$ cat src/rtl/phaser_coef_lfo.sv
// phaser_coef_lfo: triangle LFO producing the Q1.15 allpass feedback
// coefficient for the phaser.
//
// A phase accumulator advances on each sample_tick. A three-stage pipeline
// folds the phase into a triangle, scales it by depth, offsets it by base
// and saturates it to 0..32767.
//
// Ports:
//   clk          system clock
//   reset        asynchronous, active-high reset
//   sample_tick  one-cycle strobe per audio sample
//   rate_inc     phase increment per tick (unsigned)
//   depth        modulation depth, 0..32767
//   base         coefficient offset, 0..32767
//   hold         freeze phase; ticks still produce a coefficient
//   phase_reset  synchronous phase clear; wins over hold and increment
//   coef         registered signed coefficient, always 0..32767
//   coef_valid   one-cycle pulse when coef updates
//   phase        current accumulator value
module phaser_coef_lfo #(
  parameter int unsigned PHASE_W = 24
) (
  input  logic               clk,
  input  logic               reset,
  input  logic               sample_tick,
  input  logic [PHASE_W-1:0] rate_inc,
  input  logic [14:0]        depth,
  input  logic [14:0]        base,
  input  logic               hold,
  input  logic               phase_reset,
  output logic [15:0]        coef,
  output logic               coef_valid,
  output logic [PHASE_W-1:0] phase
);

  localparam int unsigned TRI_W  = 16;
  localparam int unsigned PARM_W = 15;
  localparam int unsigned PROD_W = PARM_W + TRI_W;
  localparam logic [15:0] COEF_MAX = 16'h7FFF;

  // Stage 0 capture registers
  logic              v1;
  logic [PARM_W-1:0] depth_r;
  logic [PARM_W-1:0] base_r;

  // Stage 1 registers; depth/base travel with the triangle so back-to-back
  // ticks each use their own capture
  logic              v2;
  logic [TRI_W-1:0]  tri_r;
  logic [PARM_W-1:0] depth_r2;
  logic [PARM_W-1:0] base_r2;

  // Triangle fold and stage-2 arithmetic
  logic [TRI_W-1:0]  fold_c;
  logic [TRI_W-1:0]  tri_c;
  logic [PARM_W-1:0] prod_hi_c;
  logic [15:0]       sum_c;
  logic [15:0]       sat_c;

  always_comb begin
    fold_c    = phase[PHASE_W-2 -: TRI_W];
    tri_c     = phase[PHASE_W-1] ? ~fold_c : fold_c;
    prod_hi_c = PARM_W'((PROD_W'(depth_r2) * PROD_W'(tri_r)) >> TRI_W);
    sum_c     = 16'(base_r2) + 16'(prod_hi_c);
    sat_c     = (sum_c > COEF_MAX) ? COEF_MAX : sum_c;
  end

  // Phase accumulator; phase_reset acts with or without a tick
  always_ff @(posedge clk or posedge reset) begin
    if (reset) begin
      phase <= '0;
    end else if (phase_reset) begin
      phase <= '0;
    end else if (sample_tick && !hold) begin
      phase <= phase + rate_inc;
    end
  end

  // Stage 0: capture depth/base on the tick
  always_ff @(posedge clk or posedge reset) begin
    if (reset) begin
      v1      <= 1'b0;
      depth_r <= '0;
      base_r  <= '0;
    end else begin
      v1 <= sample_tick;
      if (sample_tick) begin
        depth_r <= depth;
        base_r  <= base;
      end
    end
  end

  // Stage 1: fold the updated phase into a triangle
  always_ff @(posedge clk or posedge reset) begin
    if (reset) begin
      v2       <= 1'b0;
      tri_r    <= '0;
      depth_r2 <= '0;
      base_r2  <= '0;
    end else begin
      v2 <= v1;
      if (v1) begin
        tri_r    <= tri_c;
        depth_r2 <= depth_r;
        base_r2  <= base_r;
      end
    end
  end

  // Stage 2: scale, offset, saturate; coef holds between updates
  always_ff @(posedge clk or posedge reset) begin
    if (reset) begin
      coef       <= '0;
      coef_valid <= 1'b0;
    end else begin
      coef_valid <= v2;
      if (v2) begin
        coef <= sat_c;
      end
    end
  end

endmodule

$ cat config.mk
export PLATFORM = sky130hd
export DESIGN_NAME = phaser_coef_lfo
export DESIGN_NICKNAME = d
export VERILOG_FILES = /design/src/rtl/phaser_coef_lfo.sv
export SDC_FILE = /design/constraint.sdc
export NUM_CORES = 1
export LEC_CHECK = 0
export BUFFER_PORTS_ARGS = -buffer_cell sky130_fd_sc_hd__buf_2
export CAP_MARGIN = 30
export CORE_MARGIN = 2
export CORE_UTILIZATION = 40
export DETAILED_ROUTE_END_ITERATION = 8
export PLACE_DENSITY_LB_ADDON = 0.1
export SYNTH_ARGS = -nofsm -noshare
export SYNTH_HDL_FRONTEND = slang
export SYNTH_SLANG_ARGS = --single-unit
export TNS_END_PERCENT = 10
$ cat constraint.sdc
create_clock -name clk -period 12.4 [get_ports clk]
set_input_delay 2.48 -clock clk [delete_from_list [all_inputs] [get_ports clk]]
set_output_delay 2.48 -clock clk [all_outputs]
set_load 0.05 [all_outputs]
### Yosys cells after proc, flatten, opt, wreduce, memory -nomap -nowiden

Cells that the tools add are included.
W data, S select, Z words.

* add/subtract/negate cells: 2
* $mul: 1
* $lt $le $gt $ge: 1
* mux-type cells: 4
* bitwise gates (word level): 1
* reductions and logical operators: 3

Operator list (count)
* $mux W24: 2
* $mux W16: 2
* $mul A15 B16 Y31: 1
* $add A24 B24 Y24: 1
* $add A15 B15 Y16: 1
* $gt A16 B15 Y1 const B: 1
* $not A16 Y16: 1
* $reduce_bool A2 Y1: 1
* $logic_and A1 B1 Y1: 1
* $logic_not A1 Y1: 1

* flip-flop bits (word level): 119
* input port bits: 59
* output and inout bits: 41
* logic and storage cells: 22

### Depth between registers and ports, before layout

* depth after elaboration: 4
* gate-level depth with buffers: 33
* gate-level depth less buffers: 31

### Least setup slack after synthesis

Ideal clock, no wire load.

* kind: register -> register
* from: reg depth_r2[8]
* to: reg coef[13]
* setup time: 0.126 ns
* arrival: 7.570 ns
* required time: 12.274 ns
* slack: 4.704 ns
* cell stages (with the launch flop): 31
* path buffers: 2
* period minus slack after synthesis: 7.696 ns
* cell sequence: dfrtp_1 clkbuf_1 clkbuf_1 nand2_1 fa_1 fa_1 inv_1 fa_1 fa_1 fa_1 inv_1 fa_1 inv_1 ha_1 a21o_1 a221o_2 o21ai_0 o21ba_2 a41o_1 o21ai_2 a21oi_1 xor2_1 ha_1 a21o_1 a21o_1 a21o_1 a41o_1 o21ai_1 o21a_1 nand2_1 o32a_1

* longest elaborated chain between the ends: 4

Ends and longest elaborated chain
* from (decl): RTL line 50 `logic [PARM_W-1:0] depth_r2;`
* from (signal assigned): RTL line 105 `depth_r2 <= depth_r;`
* $mul A15 B16 Y31 *: RTL line 63 `prod_hi_c = PARM_W'((PROD_W'(depth_r2) * PROD_W'(tri_r)) >> TRI_W);`
* $add A15 B15 Y16 *: RTL line 64 `sum_c = 16'(base_r2) + 16'(prod_hi_c);`
* $gt A16 B15 Y1: RTL line 65 `sat_c = (sum_c > COEF_MAX) ? COEF_MAX : sum_c;`
* $mux W16 *: RTL line 65
* to (signal assigned): RTL line 119 `coef <= sat_c;`
* to (decl): RTL line 31 `output logic [15:0] coef,`

Mark *: on every way between the ends. The rest lies on a longest branch, timed or not.
A chain may end at the register's enable or synchronous reset.

### Final worst setup path

* from: reg depth_r2[6]
* to: reg coef[13]

The elaborated chain is that of the path after synthesis.

==> results.json <==
{
  "drv_cap": 0,
  "crit_fanout": 17,
  "area_growth_pct": 10.6,
  "htreeDepth": 4,
  "gp_congestion": 0.815,
  "critPathMaxStageDelay_ps": 840,
  "cts_resized": 0,
  "synth_top_family_by_area": "adder cells",
  "n_antenna_cell": 0,
  "antenna_found_initial": 0,
  "rows": 67,
  "grt_max_degree": 67,
  "synth-xor-area-share_pct": 3.78,
  "crit_path_end_kind": "register",
  "synth_area_leader_cell": "fa_1",
  "layout_commonest_cell": "inv_1",
  "syn_area_mm2": 0.0137,
  "worstHoldPathType": "register to register",
  "synth_compound_area_share_pct": 9.19,
  "vias_per_cell": 5.04,
  "ys_warn_count": 0,
  "grt_usage_pct": 20.0,
  "hold_violations": 0,
  "outcome": "finished, final reports clean",
  "required_ps": 12710,
  "clk_pin_slew_ps": 60,
  "drcViolationCount": 0,
  "cpMostUsedCell": "fa_1",
  "final-setup-viol-count": 0,
  "synth_cell_types": 62,
  "final_antenna_net_count": 0,
  "die_area_mm2": 0.0357,
  "syn_area_per_cell_um2": 9.77,
  "die_x_um": 189,
  "yosysSeqAreaShare_pct": 21.8,
  "synth_mux_area_share_pct": 5.33,
  "overflow": 0,
  "cts_num_sinks": 119,
  "ys_ff_latch": 119,
  "core_area_mm2": 0.0336,
  "first_iter_violations": 447,
  "timing_max_transition_violations_final": 0,
  "min_period_over_period_pct": 69.7,
  "vias": 9713,
  "hp-start": "coef[1]",
  "synth_edf_count": 0,
  "dp_hpwl_um": 26000,
  "synth-adder-area-share_pct": 38.4,
  "cts_tree": "built",
  "syn-num-nets": 1769,
  "start_util_pct": 40.6,
  "synth_simple_gate_area_share_pct": 14.0,
  "rsz0062_at_grt": "false",
  "crit_start": "depth_r2[6]",
  "rr_worst_depth": 28,
  "worst_slew_margin_rel_pct": 38.0,
  "nNetsFinal": 1837,
  "r2r_start": "depth_r2[6]",
  "async_flop_share_pct": 100,
  "grt_pass1_vias": 10400,
  "fin_worst_skew_ps": 11.6,
  "cts_root_buf": "clkbuf_16",
  "max_freq_mhz": 116,
  "drive_above_1_share_pct": 14.1,
  "routed_wl_um": 33800,
  "die_height_um": 189,
  "synth_area_leaders": "fa_1 27%, dfrtp_1 22%, ha_1 12%",
  "ctsHoldBuffers": 0,
  "grt_first_pass_wirelength_um": 55300,
  "synth_top_area_share_pct": 26.5,
  "critical_path_class": "register to register",
  "critPathArrivalTime_ps": 8950,
  "post_drt_wl_per_cell_um": 17.5,
  "layout_min_cycle_time_ps": 8640,
  "dr.pass1.iters": 4,
  "cts.path.max_buffers": 2,
  "cts-buffers-inserted": 17,
  "tns_ps": 0,
  "start_kind": "register",
  "layout_common_cells": "217 x inv_1, 181 x fa_1, 140 x nand2_1, 138 x and2_1, 130 x ha_1",
  "hold_depth": 1,
  "worst_skew_pair.late_latency_ps": 430,
  "slowest_stage": "dfrtp_1",
  "synth_flop_cell": "dfrtp_1",
  "io_buffers": 99,
  "post_cts_buffers": 0,
  "tightest_slew_ps": 929,
  "syn-instance-count": 1399,
  "ios": 100
}
==> worst max-delay path: cells and delay by family, from the launching register on <==
family	cells	cell delay (ps)
adders and majority gates	8	3800
AOI/OAI and AO/OA	14	3090
DFF	1	840
and+or+nand+nor	2	470
buffers and inverters	3	160
xor gates and xnor gates	1	150
==> worst paths after layout <==
kind	slack, ps	end
worst max-delay path	3760	coef[13]
worst min-delay path	500	coef[1]
worst max register to register	3760	coef[13]
worst min register to register	500	coef[1]
max in group asynchronous	8890	depth_r2[14]
min in group asynchronous	2200	base_r2[13]
==> cells by family after synthesis <==
family,after synthesis
simple gates,380
fa+ha+maj,311
buf+inv,271
compound gates,194
flops,119
mux,65
xor+xnor,59
==> per-layer routing <==
| metal | global-route usage (%) | share of wire (%) | up-vias |
|---|---|---|---|
| li1 | - | - | 4633 |
| met1 | 26.2 | 44 | 4902 |
| met2 | 34.7 | 51 | 149 |
| met3 | 2.38 | 2.7 | 29 |
| met4 | 5.89 | 1.8 | 0 |
| met5 | 0 | 0 | - |
==> final cells by class <==
class,instances,area [um^2]
flip-flops and latches,119,2980
clock inverters,14,138
multi-input cells,1009,9670
well taps,448,561
fillers,3341,18500
repair buffers,102,518
clock buffers,18,429
inverters,218,821
==> state kept, by name, indices dropped and copies added (netlist names) <==
register    count
phase          24
tri_r          16
depth_r2       15
base_r         15
coef_valid      1
v1              1
v2              1
coef           16
depth_r        15
base_r2        15
==> cell usage after synthesis (4+ instances only) <==
cell	instances
inv_1	218
fa_1	181
nand2_1	140
and2_1	138
ha_1	130
dfrtp_1	119
mux2_2	62
a21oi_1	59
nor2_1	52
clkbuf_1	49
o21ai_0	41
xnor2_1	39
xor2_1	20
a21o_1	19
o21a_1	14
o22a_1	11
nor2b_1	10
a31oi_1	7
nand3_1	7
nand3b_1	7
nand2b_1	5
o211ai_1	5
a211oi_1	4
==> through the flow <==
stage | hold slack, ps | utilization, % | setup WS [ps] | instances | cell area [um^2]
floorplan | 352 | - | 4700 | 1399 | 13700
global placement | 483 | 43.3 | 3950 | 1896 | 14500
detailed placement | 485 | 43.3 | 3780 | 1896 | 14500
CTS | 505 | 45.0 | 3770 | 1928 | 15100
global route | 520 | 45.0 | 3310 | 1928 | 15100
finish | 501 | 45.0 | 3760 | 1928 | 15100
Power is not shown: default switching activity piles up to over one toggle a cycle in this logic, so the estimate is an artifact.
